[src/rtl/write_master_pkg.sv]
// ----------------------------------------------------------------------------
// write_master_pkg
// Shared types and helpers for the Avalon-MM write master.
//   wm_state_t  : transfer FSM states (IDLE, BUSY)
//   be_all_ones : builds an all-ones byteenable mask of a given width
// ----------------------------------------------------------------------------
package write_master_pkg;

    typedef enum logic [0:0] {
        IDLE = 1'b0,
        BUSY = 1'b1
    } wm_state_t;

    // Widest byteenable the helper can produce; callers cast down to their width.
    localparam int MAX_BE_WIDTH = 64;

    function automatic logic [MAX_BE_WIDTH-1:0] be_all_ones(input int width);
        logic [MAX_BE_WIDTH-1:0] mask;
        mask = '0;
        for (int i = 0; i < MAX_BE_WIDTH; i++) begin
            if (i < width) begin
                mask[i] = 1'b1;
            end
        end
        return mask;
    endfunction

endpackage

[src/rtl/wm_fifo.sv]
// ----------------------------------------------------------------------------
// wm_fifo
// Synchronous show-ahead FIFO holding write data for the Avalon write master.
// dout always presents the head word; pop advances to the next one.
//   clk, reset : clock, asynchronous active-low reset (empties the FIFO)
//   push, din  : write request and data (ignored while full)
//   pop        : consume head word (ignored while empty)
//   dout       : head word
//   empty/full : occupancy flags
//   count      : number of stored words (0..FIFODEPTH)
// ----------------------------------------------------------------------------
module wm_fifo
    import write_master_pkg::*;
#(
    parameter int DATAWIDTH      = 32,
    parameter int FIFODEPTH      = 32,
    parameter int FIFODEPTH_LOG2 = 5
) (
    input  logic                      clk,
    input  logic                      reset,
    input  logic                      push,
    input  logic                      pop,
    input  logic [DATAWIDTH-1:0]      din,
    output logic [DATAWIDTH-1:0]      dout,
    output logic                      empty,
    output logic                      full,
    output logic [FIFODEPTH_LOG2:0]   count
);

    localparam logic [FIFODEPTH_LOG2-1:0] PTR_ONE   = {{(FIFODEPTH_LOG2-1){1'b0}}, 1'b1};
    localparam logic [FIFODEPTH_LOG2:0]   CNT_ONE   = {{FIFODEPTH_LOG2{1'b0}}, 1'b1};
    localparam logic [FIFODEPTH_LOG2:0]   CNT_DEPTH = (FIFODEPTH_LOG2+1)'(FIFODEPTH);

    logic [DATAWIDTH-1:0]      mem_q [FIFODEPTH];
    logic [FIFODEPTH_LOG2-1:0] wr_ptr_q, wr_ptr_d;
    logic [FIFODEPTH_LOG2-1:0] rd_ptr_q, rd_ptr_d;
    logic [FIFODEPTH_LOG2:0]   count_q,  count_d;
    logic                      push_ok;
    logic                      pop_ok;

    assign empty   = (count_q == '0);
    assign full    = (count_q == CNT_DEPTH);
    assign count   = count_q;
    assign dout    = mem_q[rd_ptr_q];

    // A push while full is dropped even if a pop happens in the same cycle.
    assign push_ok = push & ~full;
    assign pop_ok  = pop & ~empty;

    // Pointers wrap naturally because the depth is a power of two.
    always_comb begin
        wr_ptr_d = wr_ptr_q;
        rd_ptr_d = rd_ptr_q;
        count_d  = count_q;
        if (push_ok) begin
            wr_ptr_d = wr_ptr_q + PTR_ONE;
        end
        if (pop_ok) begin
            rd_ptr_d = rd_ptr_q + PTR_ONE;
        end
        case ({push_ok, pop_ok})
            2'b10:   count_d = count_q + CNT_ONE;
            2'b01:   count_d = count_q - CNT_ONE;
            default: count_d = count_q;
        endcase
    end

    always_ff @(posedge clk or negedge reset) begin
        if (!reset) begin
            wr_ptr_q <= '0;
            rd_ptr_q <= '0;
            count_q  <= '0;
        end else begin
            wr_ptr_q <= wr_ptr_d;
            rd_ptr_q <= rd_ptr_d;
            count_q  <= count_d;
        end
    end

    // Storage needs no reset; stale words are never visible once pointers clear.
    always_ff @(posedge clk) begin
        if (push_ok) begin
            mem_q[wr_ptr_q] <= din;
        end
    end

endmodule

[src/rtl/avalon_write_master.sv]
// ----------------------------------------------------------------------------
// avalon_write_master
// Buffers user write data in a FIFO and issues single-word Avalon-MM writes.
//   clk, reset                    : clock, asynchronous active-low reset
//   control_go/_write_base/_write_length/_fixed_location : transfer request
//   control_done                  : high while no transfer is outstanding
//   user_write_buffer/_buffer_data: FIFO push interface
//   user_buffer_full              : FIFO full, pushes are dropped
//   master_*                      : Avalon-MM write master port
// ----------------------------------------------------------------------------
module avalon_write_master
    import write_master_pkg::*;
#(
    parameter int ADDRESSWIDTH    = 28,
    parameter int DATAWIDTH       = 32,
    parameter int BYTEENABLEWIDTH = 4,
    parameter int FIFODEPTH       = 32,
    parameter int FIFODEPTH_LOG2  = 5
) (
    input  logic                       clk,
    input  logic                       reset,
    input  logic                       control_fixed_location,
    input  logic [ADDRESSWIDTH-1:0]    control_write_base,
    input  logic [ADDRESSWIDTH-1:0]    control_write_length,
    input  logic                       control_go,
    output logic                       control_done,
    input  logic                       user_write_buffer,
    input  logic [DATAWIDTH-1:0]       user_buffer_data,
    output logic                       user_buffer_full,
    output logic [ADDRESSWIDTH-1:0]    master_address,
    output logic                       master_write,
    output logic [BYTEENABLEWIDTH-1:0] master_byteenable,
    output logic [DATAWIDTH-1:0]       master_writedata,
    input  logic                       master_waitrequest
);

    localparam logic [ADDRESSWIDTH-1:0]   WORD_BYTES = ADDRESSWIDTH'(BYTEENABLEWIDTH);
    localparam logic [ADDRESSWIDTH-1:0]   ALIGN_MASK = ~(WORD_BYTES - 1'b1);
    localparam logic [FIFODEPTH_LOG2:0]   CNT_DEPTH  = (FIFODEPTH_LOG2+1)'(FIFODEPTH);

    wm_state_t                 state_q, state_d;
    logic [ADDRESSWIDTH-1:0]   addr_q, addr_d;
    logic [ADDRESSWIDTH-1:0]   remaining_q, remaining_d;
    logic                      fixed_q, fixed_d;
    logic [ADDRESSWIDTH-1:0]   aligned_length;
    logic                      fifo_push;
    logic                      fifo_empty;
    logic                      fifo_full;
    logic [FIFODEPTH_LOG2:0]   fifo_count;
    logic                      accept;

    wm_fifo #(
        .DATAWIDTH      (DATAWIDTH),
        .FIFODEPTH      (FIFODEPTH),
        .FIFODEPTH_LOG2 (FIFODEPTH_LOG2)
    ) u_fifo (
        .clk   (clk),
        .reset (reset),
        .push  (fifo_push),
        .pop   (accept),
        .din   (user_buffer_data),
        .dout  (master_writedata),
        .empty (fifo_empty),
        .full  (fifo_full),
        .count (fifo_count)
    );

    assign fifo_push         = user_write_buffer & ~fifo_full;
    assign user_buffer_full  = (fifo_count == CNT_DEPTH);
    assign aligned_length    = control_write_length & ALIGN_MASK;

    // Write request depends only on registered state so waitrequest never
    // feeds back combinationally into master_write.
    assign master_write      = (state_q == BUSY) & ~fifo_empty & (remaining_q != '0);
    assign accept            = master_write & ~master_waitrequest;
    assign master_address    = addr_q;
    assign master_byteenable = BYTEENABLEWIDTH'(be_all_ones(BYTEENABLEWIDTH));
    assign control_done      = (state_q == IDLE);

    // Leaving BUSY is decided from the next remaining value so control_done
    // rises the cycle right after the final word is accepted.
    always_comb begin
        state_d     = state_q;
        addr_d      = addr_q;
        remaining_d = remaining_q;
        fixed_d     = fixed_q;
        case (state_q)
            IDLE: begin
                if (control_go) begin
                    addr_d      = control_write_base;
                    remaining_d = aligned_length;
                    fixed_d     = control_fixed_location;
                    if (aligned_length != '0) begin
                        state_d = BUSY;
                    end
                end
            end
            BUSY: begin
                if (accept) begin
                    remaining_d = remaining_q - WORD_BYTES;
                    if (!fixed_q) begin
                        addr_d = addr_q + WORD_BYTES;
                    end
                end
                if (remaining_d == '0) begin
                    state_d = IDLE;
                end
            end
            default: begin
                state_d = IDLE;
            end
        endcase
    end

    always_ff @(posedge clk or negedge reset) begin
        if (!reset) begin
            state_q     <= IDLE;
            addr_q      <= '0;
            remaining_q <= '0;
            fixed_q     <= 1'b0;
        end else begin
            state_q     <= state_d;
            addr_q      <= addr_d;
            remaining_q <= remaining_d;
            fixed_q     <= fixed_d;
        end
    end

endmodule

[config.mk]
export PLATFORM = sky130hd
export DESIGN_NAME = avalon_write_master
export DESIGN_NICKNAME = d
export VERILOG_FILES = /design/src/rtl/write_master_pkg.sv /design/src/rtl/wm_fifo.sv /design/src/rtl/avalon_write_master.sv
export SDC_FILE = /design/constraint.sdc
export NUM_CORES = 1
export LEC_CHECK = 0
export CAP_MARGIN = 20
export CELL_PAD_IN_SITES_DETAIL_PLACEMENT = 1
export CELL_PAD_IN_SITES_GLOBAL_PLACEMENT = 2
export CORE_AREA = 8 8 320 322
export CTS_CLUSTER_DIAMETER = 30
export DETAILED_ROUTE_END_ITERATION = 10
export DIE_AREA = 0 0 328 330
export PLACE_DENSITY_LB_ADDON = 0.1
export SYNTH_ARGS = -nofsm -noshare
export SYNTH_HDL_FRONTEND = slang
export SYNTH_SLANG_ARGS = --single-unit
[constraint.sdc]
create_clock -name clk -period 5.11 [get_ports clk]
set_clock_uncertainty 0.15 [all_clocks]
set_input_delay 1.2775 -clock clk [delete_from_list [all_inputs] [get_ports clk]]
set_output_delay 1.2775 -clock clk [all_outputs]
set_load 0.05 [all_outputs]
Word level (Yosys, flattened, before mapping). Memories as Yosys holds them, arrays and structs flattened. Cells that the tools add are included.

Register bits: 74. Bits in writable memories: 1024. Output and inout port bits: 67. Memories: 1.

Memories: u_fifo.mem_q (depth 32, bits a word 32, read ports 1, clocked after memory_dff 0, wr ports 1, line wm_fifo.sv:34) `logic [DATAWIDTH-1:0] mem_q [FIFODEPTH];`.

Add/subtract/negate cells: 6. Equality and inequality tests: 6. Mux-type cells: 15. Bitwise operators: 10. Reduce and logical (&&, ||, !) cells: 7.

Operators by type and width (count): 2-to-1 mux 28 bit (6); case mux 28 bit (2 select lines) (2); nonzero test 28 bit (2); adder 28 x 3 -> 28 bit, second input constant (1); logical NOT 28 bit (1); subtractor 28 x 3 -> 28 bit, second input constant (1); case mux 6 bit (2 select lines) (1); adder 5 x 1 -> 5 bit, second input constant (2); adder 6 x 1 -> 6 bit, second input constant (1); bitwise AND 1 bit (6); == test 6 bit, second input constant (1); logical NOT 6 bit (1); subtractor 6 x 1 -> 6 bit, second input constant (1); 2-to-1 mux 1 bit (5); inequality test 2 bit, second input constant (2); NOT 1 bit (4); AND reduction 3 bit (1); == test 2 x 1 -> 1 bit, second input constant (1); == test 2 bit, second input constant (1); inequality test 2 x 1 -> 1 bit, second input constant (1); case mux 1 bit (2 select lines) (1); AND reduction 2 bit (1); nonzero test 2 bit (1).

Longest topological paths before layout.
Depth after elaboration: 10. Depth in mapped cells: 16. Gate-level depth less buffers: 15.

Modules after synthesis. From an unflattened synthesis, not the netlist that was laid out.

Cell total of the unflattened synthesis: 2283. Area total of the unflattened synthesis: 43809.5 um^2.

Modules (own cells, without submodules): wm_fifo (instances 1, cells an instance 1810, area each 39862.0 um^2); avalon_write_master (instances 1, cells an instance 473, area each 3947.5 um^2).

Least setup slack after synthesis. OpenSTA, ideal clock, no wires.

Path type: input to register. Start point: input port user_write_buffer. End point: memory u_fifo.mem_q[31][0] (enable). Arrival time: 3.323 ns. Required time: 4.539 ns. Setup slack: 1.216 ns. Stages on the path: 5. Buffers on the path: 2. Cells stage by stage: and2_1 clkbuf_1 nand2_1 clkbuf_1 nor2_1.

Cells in the longest elaborated chain, start to end: 4.

Ends and longest elaborated chain: start, declared (line avalon_write_master.sv:27) `input logic user_write_buffer,`; bitwise AND 1 bit (line avalon_write_master.sv:68) `assign fifo_push = user_write_buffer & ~fifo_full;`; bitwise AND 1 bit (line wm_fifo.sv:47) `assign push_ok = push & ~full;`; 2-to-1 mux 1 bit (line wm_fifo.sv:82) `if (push_ok) begin`; 2-to-1 mux 1 bit (not written as such) (line wm_fifo.sv:83) `mem_q[wr_ptr_q] <= din;`; end, declared (line wm_fifo.sv:34).

No other way between the ends.

Final worst setup path.
Start point: register u_fifo.rd_ptr_q[1]. End point: output port master_writedata[1].

Cells in the longest elaborated chain, start to end: 1.

Ends and longest elaborated chain: start, declared (line wm_fifo.sv:36) `logic [FIFODEPTH_LOG2-1:0] rd_ptr_q, rd_ptr_d;`; start signal, assigned (line wm_fifo.sv:75) `rd_ptr_q <= rd_ptr_d;`; memory (32 x 32 bit); end, declared (line avalon_write_master.sv:33) `output logic [DATAWIDTH-1:0] master_writedata,`.

No other way between the ends.

==> results.ini <==
[global_routing]
grt_overflow = 0
grt_pass1_vias = 24700
antenna_found_initial = 3
grt_use_total = 0.219
grt_pass1_wl_um = 171000
grt_max_degree = 73

[setup_path]
reg2regPathDepth = 15
crit_arrival_ns = 3.55
critPathRequiredTime_ns = 3.68
crit_fanout = 53
timing_worst_setup_path_type = flip-flop to output port
start_kind = flip-flop
worstSetupEndpointType = output port

[placed_design]
portBuffers = 154
placed_cell_area_sq_um = 47300
dp_hpwl_um = 66100
gp_routability_congestion = 0.767

[logic_synthesis]
synthCells = 2046
synth-edff-count = 1024
syn_area_sq_um = 43500
ys_seq_area_frac = 0.749
yosysUniqueCellTypes = 67
async_flop_share = 0.0657
avgSynthCellArea_sq_um = 21.3
ys.flop_type = edfxtp_1
ys_ff_latch = 1096
ys_warn_count = 0

[route]
via_per_inst = 5.76
dr.pass1.iters = 5
ant_nets = 0
drc = 0
vias = 22600
drt_wl_total_um = 119000
wl_per_cell_um = 30.3
drt_iter0_markers = 2132

[clocking]
cts_tree = built
cts_sinks = 1096
clk_pin_slew_worst_paths_ns = 0.05
clk_latency_ns = 0.77
h-tree-depth = 4
clockBufferDepth = 3
cts-buffers-inserted = 228
clockRootBuffer = clkbuf_16

[sta]
relSlewSlack = 0.276
setup_viol = 0
fin_crit_sh = 0.975
tns_ns = 0
slew_violations = 0
rsz0062_at_grt = true
fmax_mhz = 201
hold_viol_final = 0
worst_slew_pin_slew_ns = 1.08
finalCriticalPeriod_ns = 4.98

[job]
cap_violations = 0

[floorplanning]
pin_count = 161
chipWidth_um = 328
fp-row-count = 115
dieHeight_um = 330
die_area_sq_um = 108000
core_sq_um = 97400
start_util = 0.446

[finish]
final_cell_area_sq_um = 56000
drive_gt1_frac = 0.361
nets = 2544
synthToLayoutAreaGrowth_pct = 28.8

[outcome]
status = finished clean

[min_path]
hp-class = primary input to asynchronous set/reset pin

[pwr]
max-vdd-ir-drop_mv = 0.547
power_density_nw_per_um2 = 637
power_leakage_uw = 0.0187

-- flip-flops by register name, summed over array words and instances (netlist names) --
signal / count
u_fifo.count: 6
fixed_q: 1
state_q: 1
master_address: 28
remaining_q: 26
u_fifo.rd_ptr_q: 5
u_fifo.wr_ptr_q: 5
u_fifo.mem_q: 1024
-- power breakdown --
part / switching, uW / total, uW / internal, uW
Sequential: 537 / 11000 / 10500
Combinational: 4850 / 8840 / 3990
Clock: 5040 / 15800 / 10700
-- final cells by class --
class | instances | area (sq um)
diodes | 1 | 2.50
clock buffers | 246 | 5800
clock inverters | 186 | 2530
fillers | 8130 | 41400
inverters | 22 | 82.6
multi-input cells | 818 | 10500
flip-flops and latches | 1096 | 32600
well taps | 1287 | 1610
repair buffers | 271 | 2850
-- Yosys cell counts (all sizes together) (10+ instances only) --
library cell	number	area share
nor2	84	0.0073
nand2	54	0.0047
nor4	13	0.0024
nand4	17	0.0024
nand3	27	0.0032
o21ai	36	0.0042
xor2	10	0.0020
nor3	15	0.0021
clkbuf	68	0.0059
edfxtp	1024	0.71
mux4	320	0.17
a211oi	18	0.0031
xnor2	12	0.0024
inv	22	0.0019
a21oi	67	0.0078
o22ai	17	0.0024
dfrtp	72	0.041
buf	45	0.0072
ha	12	0.0035
mux2	32	0.0083
-- critical path, cell delays in order, from the launching register on --
cell     delay (ns)
dfrtp_4        0.61
buf_12         0.35
buf_6          0.35
mux4_2         0.38
mux4_2         0.47
mux2_2         0.35
buf_4          0.22
-- final timing paths --
path | from | end | slack [ns]
max | u_fifo.rd_ptr_q[1]$_DFFE_PN0P_ | master_writedata[1] | 0.13
min | reset | remaining_q[9]$_DFFE_PN0P_ | 0.28
max reg2reg | remaining_q[2]$_DFFE_PN0P_ | u_fifo.count[5]$_DFFE_PN0P_ | 1.45
min reg2reg | master_address[0]$_DFFE_PN0P_ | master_address[0]$_DFFE_PN0P_ | 0.34
max in group asynchronous | reset | u_fifo.rd_ptr_q[0]$_DFFE_PN0P_ | 3.91
min in group clk | master_address[0]$_DFFE_PN0P_ | master_address[0]$_DFFE_PN0P_ | 0.34
-- layout by cell type (no fill, tap or decap), drive strengths merged, types with 5 or more instances in the layout --
| cell type | count |
|---|---|
| o31ai | 6 |
| bufinv | 49 |
| o22ai | 17 |
| clkinvlp | 24 |
| buf | 135 |
| o21ai | 36 |
| inv | 46 |
| edfxtp | 1024 |
| and3 | 5 |
| a21oi | 67 |
| mux2 | 32 |
| dfrtp | 72 |
| clkdlybuf4s50 | 121 |
| nand4 | 17 |
| dlygate4sd2 | 12 |
| ha | 12 |
| nor2 | 84 |
| xor2 | 10 |
| nor4 | 13 |
| mux4 | 320 |
| nand2 | 54 |
| a211oi | 18 |
| clkinv | 89 |
| nor2b | 7 |
| nand3 | 27 |
| clkbuf | 249 |
| xnor2 | 12 |
| or3 | 5 |
| nor3 | 15 |
-- per-stage QoR --
step	setup WS, ns	util	hold slack, ns	power (uW)	cells
2_1_floorplan	1.22	-	0.314	17100	2049
3_3_place_gp	0.569	0.486	0.324	20000	3478
3_5_place_dp	0.553	0.486	0.333	20100	3478
4_1_cts	0.00249	0.572	0.343	36000	3914
5_1_grt	-0.00134	0.575	0.265	36800	3926
6_report	0.129	0.575	0.280	35600	3927
-- what timing repair did --
action                                  4_1_cts  5_1_grt
endpoints found under the hold margin         0        0
cloned                                        0        2
resized for setup                            20        5
buffers inserted                              4        0
hold buffers                                  0        0
endpoints found under the setup margin       31        8
-- layer usage --
metal,wire [um],GRT usage,up-vias
met3,6480,0.0440,204
li1,-,-,9490
met4,3240,0.0734,4
met2,59800,0.365,722
met1,49400,0.289,12200
met5,28,0,-
-- cells by family (layout without fill, tap and decap cells) --
kind of cell             count (synthesis)  in the layout  synth area share
AO/OA/AOI/OAI                          173            173            0.0247
adder cells (fa/ha/maj)                 13             13           0.00391
AND/OR/NAND/NOR                        253            253            0.0291
multiplexers                           353            353             0.174
flip-flops                            1096           1096             0.749
other                                    1              5         0.0000862
XOR/XNOR                                22             22           0.00443
buffers and inverters                  135            725            0.0150
Note: power is estimated with default switching activity, not from simulation.
